## config.mk

```make
export PLATFORM = sky130hd
export DESIGN_NAME = reg_writeback_queue
export DESIGN_NICKNAME = d
export VERILOG_FILES = /design/src/rtl/reg_writeback_queue_pkg.sv /design/src/rtl/wb_fwd_match.sv /design/src/rtl/reg_writeback_queue.sv
export SDC_FILE = /design/constraint.sdc
export NUM_CORES = 1
export LEC_CHECK = 0
export CAP_MARGIN = 20
export CORE_MARGIN = 1.5
export CORE_UTILIZATION = 52
export CTS_CLUSTER_SIZE = 20
export DETAILED_ROUTE_END_ITERATION = 8
export PLACE_DENSITY = 0.79
export SLEW_MARGIN = 20
export SYNTH_ARGS = -nofsm -noshare
export SYNTH_HDL_FRONTEND = slang
export SYNTH_SLANG_ARGS = --single-unit
```

## constraint.sdc

```tcl
create_clock -name clk -period 11.95 [get_ports clk]
set_clock_uncertainty 0.05 [all_clocks]
set_input_delay 2.39 -clock clk [delete_from_list [all_inputs] [get_ports clk]]
set_output_delay 2.39 -clock clk [all_outputs]
set_load 0.005 [all_outputs]
```

## src/rtl/reg_writeback_queue_pkg.sv

```systemverilog
// Shared definitions for the register file write side: widths, entry layout,
// and the helper that widens a register index onto the 16-bit write code.
package reg_writeback_queue_pkg;

  localparam int DATA_W    = 16;
  localparam int ADDR_W    = 4;
  localparam int RF_CODE_W = 16;

  typedef struct packed {
    logic [ADDR_W-1:0] addr;
    logic [DATA_W-1:0] data;
  } wb_entry_t;

  function automatic logic [RF_CODE_W-1:0] rf_code(input logic [ADDR_W-1:0] addr);
    return {{(RF_CODE_W-ADDR_W){1'b0}}, addr};
  endfunction

endpackage

```

## src/rtl/wb_fwd_match.sv

```systemverilog
// One forwarding lookup: walks the occupied entries from youngest (tail-1)
// back to oldest (head) and reports the first address match.
module wb_fwd_match
  import reg_writeback_queue_pkg::*;
#(
  parameter int DEPTH = 4,
  localparam int PTR_W = $clog2(DEPTH),
  localparam int CNT_W = PTR_W + 1
) (
  input  wb_entry_t [DEPTH-1:0] entries,
  input  logic [PTR_W-1:0]      tail,
  input  logic [CNT_W-1:0]      count,
  input  logic [ADDR_W-1:0]     lookup_addr,
  output logic                  hit,
  output logic [DATA_W-1:0]     data
);

  logic [PTR_W-1:0] idx;

  always_comb begin
    hit  = 1'b0;
    data = '0;
    idx  = '0;
    for (int i = 0; i < DEPTH; i++) begin
      idx = tail - PTR_W'(i + 1);
      // Only the first hit counts, so the youngest pending write wins.
      if (!hit && (CNT_W'(i) < count) && (entries[idx].addr == lookup_addr)) begin
        hit  = 1'b1;
        data = entries[idx].data;
      end
    end
  end

endmodule

```

## src/rtl/reg_writeback_queue.sv

```systemverilog
// Register file write side: two producers (ALU, memory load) feed an in-order
// queue that drains one entry per cycle, with two forwarding lookups for reads.
module reg_writeback_queue
  import reg_writeback_queue_pkg::*;
#(
  parameter int DEPTH = 4
) (
  input  logic                 clk,
  input  logic                 rst_n,
  input  logic                 alu_valid,
  output logic                 alu_ready,
  input  logic [ADDR_W-1:0]    alu_addr,
  input  logic [DATA_W-1:0]    alu_data,
  input  logic                 mem_valid,
  output logic                 mem_ready,
  input  logic [ADDR_W-1:0]    mem_addr,
  input  logic [DATA_W-1:0]    mem_data,
  input  logic                 rf_stall,
  output logic                 w_flag,
  output logic [RF_CODE_W-1:0] write_code,
  output logic [DATA_W-1:0]    w_data,
  input  logic [ADDR_W-1:0]    fwd_addr1,
  output logic                 fwd_hit1,
  output logic [DATA_W-1:0]    fwd_data1,
  input  logic [ADDR_W-1:0]    fwd_addr2,
  output logic                 fwd_hit2,
  output logic [DATA_W-1:0]    fwd_data2,
  output logic                 empty,
  output logic                 full
);

  localparam int PTR_W = $clog2(DEPTH);
  localparam int CNT_W = PTR_W + 1;

  wb_entry_t [DEPTH-1:0] entries;
  wb_entry_t             head_entry;
  logic [PTR_W-1:0]      head;
  logic [PTR_W-1:0]      tail;
  logic [PTR_W-1:0]      mem_slot;
  logic [CNT_W-1:0]      count;
  logic [CNT_W-1:0]      count_vis;
  logic [CNT_W-1:0]      free;
  logic                  drain;
  logic                  alu_acc;
  logic                  mem_acc;

  // While reset is asserted the queue looks empty, even before the first edge.
  assign count_vis = rst_n ? count : '0;

  assign drain = (count_vis != '0) && !rf_stall;
  assign free  = CNT_W'(DEPTH) - count_vis + CNT_W'(drain);

  // With a single free slot the load wins; ALU only gets it if mem is idle.
  assign mem_ready = rst_n && (free != '0);
  assign alu_ready = rst_n && ((free >= CNT_W'(2)) || ((free == CNT_W'(1)) && !mem_valid));

  assign alu_acc  = alu_valid && alu_ready;
  assign mem_acc  = mem_valid && mem_ready;
  assign mem_slot = tail + PTR_W'(alu_acc);

  assign head_entry = entries[head];
  assign w_flag     = drain;
  assign write_code = drain ? rf_code(head_entry.addr) : '0;
  assign w_data     = drain ? head_entry.data : '0;

  assign empty = (count_vis == '0);
  assign full  = (count_vis == CNT_W'(DEPTH));

  always_ff @(posedge clk) begin
    if (alu_acc) begin
      entries[tail] <= '{addr: alu_addr, data: alu_data};
    end
    if (mem_acc) begin
      entries[mem_slot] <= '{addr: mem_addr, data: mem_data};
    end
  end

  always_ff @(posedge clk) begin
    if (!rst_n) begin
      head  <= '0;
      tail  <= '0;
      count <= '0;
    end else begin
      if (drain) begin
        head <= head + PTR_W'(1);
      end
      tail  <= tail + PTR_W'(alu_acc) + PTR_W'(mem_acc);
      count <= count + CNT_W'(alu_acc) + CNT_W'(mem_acc) - CNT_W'(drain);
    end
  end

  wb_fwd_match #(.DEPTH(DEPTH)) u_fwd1 (
    .entries     (entries),
    .tail        (tail),
    .count       (count_vis),
    .lookup_addr (fwd_addr1),
    .hit         (fwd_hit1),
    .data        (fwd_data1)
  );

  wb_fwd_match #(.DEPTH(DEPTH)) u_fwd2 (
    .entries     (entries),
    .tail        (tail),
    .count       (count_vis),
    .lookup_addr (fwd_addr2),
    .hit         (fwd_hit2),
    .data        (fwd_data2)
  );

endmodule

```

# After elaboration in Yosys (flattened, before gate mapping)
# Cells that the tools add are included.
# word_totals
register_bits,87
inputBits,53
output_inout_bits,71
elab_cells,116
# classes
addsub,11
order_cmp,13
n_eq_ne,10
n_mux,37
reduce_logical,34
# op_table
operator,n
$bmux W20 S2,5
$bwmux W80,2
$mux W80,2
$mux W16,9
$mux W20,7
$demux W20 S2,2
$eq A4 B4 Y1,8
$logic_and A1 B1 Y1,22
$lt A2 B3 Y1 const B,6
$add A3 B1 Y3,3
$logic_not A1 Y1,8
$mux W1,8
$lt A1 B3 Y1 const A,2
$lt A2 B3 Y1 const A,2
$reduce_bool A3 Y1,2
$add A2 B1 Y2,2
$ge A2 B1 Y1 const B,2
$mux W4,1
$sub A2 B2 Y2 const B,2
$eq A3 B1 Y1 const B,1
$eq A3 B3 Y1 const B,1
$ge A3 B2 Y1 const B,1
$logic_not A3 Y1,1
$mux W3,1
5 further kinds,5

# Depth between registers and ports, before layout
# depth
depth_word,18
ltp_mapped,18
ltp_nobuf,16

# Cells and area by module
# From an unflattened synthesis, not the netlist that was laid out.
# unflattened
cells_unflattened,1049
area_unflattened_um2,9744.3
# by_module_without_submodules
module,n_inst,cells_per_inst,area_per_inst_um2,seq_area_each_um2
wb_fwd_match,2,274,2542.4,0.0
reg_writeback_queue,1,501,4659.5,1741.7

# Worst setup path after synthesis
# No wires, ideal clock.
# synth_timing
path_type,input -> output
startpoint,in rst_n
endpoint,out fwd_data2[2]
t_arrival_ns,4.018
slack_ns,5.492
path_stages,8
cell_sequence,clkbuf_1 -> o31ai_1 -> nor2_1 -> clkbuf_1 -> a22o_4 -> buf_2 -> or3_1 -> a22o_1
# synth_between
elab_chain_cells,16
word_cells_on_any_way,22
cone_classes,order compare: 4; mux: 8; reduce/logical: 10
# synth_rtl
element,line,source
"start, declared",reg_writeback_queue.sv:9,"input logic rst_n,"
$mux W3 *,reg_writeback_queue.sv:48,assign count_vis = rst_n ? count : '0;
$lt A1 B3 Y1,wb_fwd_match.sv:27,if (!hit && (CNT_W'(i) < count) && (entries[idx].addr == lookup_addr)) begin
$logic_and A1 B1 Y1,wb_fwd_match.sv:27,
$mux W1,wb_fwd_match.sv:27,
$logic_not A1 Y1,wb_fwd_match.sv:27,
$logic_and A1 B1 Y1 (2 in a row),wb_fwd_match.sv:27,
$mux W1,wb_fwd_match.sv:27,
$logic_not A1 Y1,wb_fwd_match.sv:27,
$logic_and A1 B1 Y1 (2 in a row),wb_fwd_match.sv:27,
$mux W1,wb_fwd_match.sv:27,
$logic_not A1 Y1,wb_fwd_match.sv:27,
$logic_and A1 B1 Y1 (2 in a row),wb_fwd_match.sv:27,
$mux W16 *,wb_fwd_match.sv:27,
"end, declared",reg_writeback_queue.sv:27,"output logic [DATA_W-1:0] fwd_data2,"
# Every way passes the cells marked *; elsewhere a longest branch is shown, timed or not.

# Final worst setup path
# layout_timing
startpoint,in rst_n
endpoint,out fwd_data1[10]
# layout_between
elab_chain_cells,16
word_cells_on_any_way,22
cone_classes,order compare: 4; mux: 8; reduce/logical: 10
# layout_rtl
element,line,source
$mux W3 *,reg_writeback_queue.sv:48,
$lt A1 B3 Y1,wb_fwd_match.sv:27,
$logic_and A1 B1 Y1,wb_fwd_match.sv:27,
$mux W1,wb_fwd_match.sv:27,
$logic_not A1 Y1,wb_fwd_match.sv:27,
$logic_and A1 B1 Y1 (2 in a row),wb_fwd_match.sv:27,
$mux W1,wb_fwd_match.sv:27,
$logic_not A1 Y1,wb_fwd_match.sv:27,
$logic_and A1 B1 Y1 (2 in a row),wb_fwd_match.sv:27,
$mux W1,wb_fwd_match.sv:27,
$logic_not A1 Y1,wb_fwd_match.sv:27,
$logic_and A1 B1 Y1 (2 in a row),wb_fwd_match.sv:27,
$mux W16 *,wb_fwd_match.sv:27,
"end, declared",reg_writeback_queue.sv:24,"output logic [DATA_W-1:0] fwd_data1,"
# Marks and branches as above.

==> results.yml <==
status:
  outcome: "finished clean"
floorplanning:
  core_area_um2: 15100
  die-area_um2: 16100
  fp.dieH_um: 127
  die_w_um: 127
  num_rows: 45
  io_pins: 124
  initial_core_util: 0.528
placed_design:
  dp_cells: 1039
  post_dp_cell_area_um2: 9030
  post-place-ws_ns: 3.67
  hpwlAfterDp_um: 15400
  io_buffers: 111
  place_congestion: 0.865
critical_path:
  cp_cell_sequence: "clkdlybuf4s50_1, o31ai_1, nand2b_1, or2_1, and3_1, o2bb2ai_1, clkdlybuf4s50_1"
  slowest_stage: "and3_1"
  reg2regPathDepth: 16
  critical_path.most_common_cell: "clkdlybuf4s50_1"
  end_kind: "output port"
  crit_path_max_incr_delay_ns: 0.78
  start_kind: "input pin"
  crit_required_ns: 9.51
  regToRegSetupSlack_ns: 7.95
  crit_family: "simple AND/OR/NAND/NOR gates"
  critPathArrivalTime_ns: 5.88
  path_class: "input pin to output port"
  worst-path-buf-inv: 2
  critPathMaxFanout: 28
  crit_cells: 7
synthesis:
  synth_flop_cell: "dfxtp_1"
  ys_seq_elements: 87
  yosysWarnings: 0
  synth_top_area_frac: 0.282
  yosysMostFrequentCell: "mux4_2"
  synth-edff-count: 0
  synth_area_um2: 7970
  netlist_top_cells_count: "mux4_2, dfxtp_1, mux2i_1"
  syn_inst: 801
  synth_cell_types: 55
  yosysTopAreaCell: "mux4_2"
  ys_seq_area_frac: 0.218
  synthArstFlopShare: 0
  synth.area.top_cells: "mux4_2, dfxtp_1, mux2i_1, nand2_1, and2_1"
  syn_avg_cell_area_um2: 9.95
grt:
  overflow: 0
  grt_pass1_vias: 6746
  grt_usage: 0.292
  grt_max_degree: 67
  use_met2: 0.456
  grt_first_pass_wirelength_um: 36900
  met3_usage: 0.0616
  antenna_found_initial: 0
  use_met1: 0.400
  grt_busiest_layer: "met2"
timing:
  setup_viol: 0
  finalWorstSetupSlack_ns: 3.63
  finalMaxSlewViolations: 0
  min_period_ns: 8.32
  grt_setup_unrepaired: "false"
  worstMarginPinSlew_ns: 1.00
  fmax_mhz: 120
  hold_violations: 0
  fin_crit_sh: 0.696
  fin_tns_setup_ns: 0
  worst_slew_margin_rel: 0.333
clock_tree:
  clock_latency_ns: 0.35
  numCtsBuffers: 9
  cts_tree: "done"
  postCtsSetupBuffers: 0
  clkTransAtPathRegs_ns: 0.06
  cts_root_buf: "clkbuf_16"
  cts_max_level: 3
  cts_sinks: 87
  cts_hold_buf: 0
  clockBufferDepth: 2
  post_cts_resized: 0
pwr:
  pwr-share-clk: 0.129
  power.leakage_nw: 3.69
  ir_drop_uv: 134
  seq_power_share: 0.260
  p_sw_frac: 0.419
  p_sw_mw: 1.03
  power_density_nw_per_um2: 263
  finalPower_mw: 2.46
  share_comb_of_total_power: 0.610
  power.internal_mw: 1.43
finish:
  antenna_cells: 0
  drive_gt1_frac: 0.169
  areaGrowthSynthToFinish_pct: 17.5
  nNetsFinal: 926
  finalNonFillerCells: 1054
  design_area_um2: 9360
drt:
  viasPerCell: 6.75
  vias: 7116
  drc: 0
  drtPass1Iterations: 5
  first_iter_violations: 780
  wire_per_inst_um: 21.8
  drtAntennaViolNets: 0
  drt_wl_total_um: 23000
run:
  drv_cap: 0
worst_hold_path:
  whs_path_depth: 2
  hold_path_class: "flop to flop"
-- cell type report --
| type | count | area [µm²] |
|---|---|---|
| clock inverters | 3 | 65.1 |
| well taps | 188 | 235 |
| clock buffers | 12 | 267 |
| flip-flops and latches | 87 | 1750 |
| repair buffers | 125 | 1220 |
| inverters | 16 | 60.1 |
| multi-input cells | 623 | 5770 |
| fillers | 1244 | 5730 |
-- tightest hold or removal path: stages (launching register included) --
cell and delay, ns:
dfxtp_1 0.34, mux2i_1 0.13, o21ai_0 0.08
-- flip-flops by register name, indices dropped and copies added (netlist names) --
signal	flops
head	2
count	3
entries	80
tail	2
-- power by group through the flow --
stage	Combinational [mW]	Sequential, mW	Clock (mW)
final	1.50	0.641	0.318
after global routing	1.61	0.664	0.334
after CTS	1.49	0.631	0.320
after detailed placement	1.47	0.635	0
after global placement	1.45	0.619	0
after floorplan	1.17	0.552	0
-- placed cells by master (no fill, tap or decap), types with 12 or more instances in the layout --
cell	count
o21ai_0	41
a21oi_1	41
xnor2_1	25
inv_1	16
dfxtp_1	85
nand2_1	74
nor2_1	58
and2_1	37
conb_1	12
clkdlybuf4s50_1	111
xor2_1	13
mux4_2	100
mux2i_1	81
buf_4	13
-- metal layers --
| layer | routed length (µm) | up-vias |
|---|---|---|
| met2 | 10700 | 461 |
| met5 | 0 | - |
| met1 | 9130 | 3452 |
| met3 | 2480 | 54 |
| met4 | 690 | 0 |
| li1 | - | 3149 |
-- kinds of logic after synthesis --
| kind of cell | Yosys count | share of synthesized area |
|---|---|---|
| and+or+nand+nor | 211 | 0.125 |
| xor gates and xnor gates | 38 | 0.0417 |
| other | 1 | 0.000470 |
| adders and majority gates | 11 | 0.0191 |
| muxes | 181 | 0.384 |
| DFF | 87 | 0.218 |
| buffers and inverters | 102 | 0.0632 |
| AOI/OAI and AO/OA | 170 | 0.148 |
-- through the flow --
step,utilization,hold slack (ns)
global route,0.621,0.578
CTS,0.620,0.547
detailed placement,0.598,0.536
finish,0.621,0.549
global placement,0.598,0.529
floorplan,-,0.501
-- final timing paths --
| kind | from | to |
|---|---|---|
| worst min register to register | entries[25]$_DFF_P_ | entries[25]$_DFF_P_ |
| worst max-delay path | rst_n | fwd_data1[10] |
| worst min-delay path | entries[25]$_DFF_P_ | entries[25]$_DFF_P_ |
| worst max register to register | count[2]$_SDFF_PN0_ | count[2]$_SDFF_PN0_ |
Note: power is estimated with default switching activity, not from simulation.
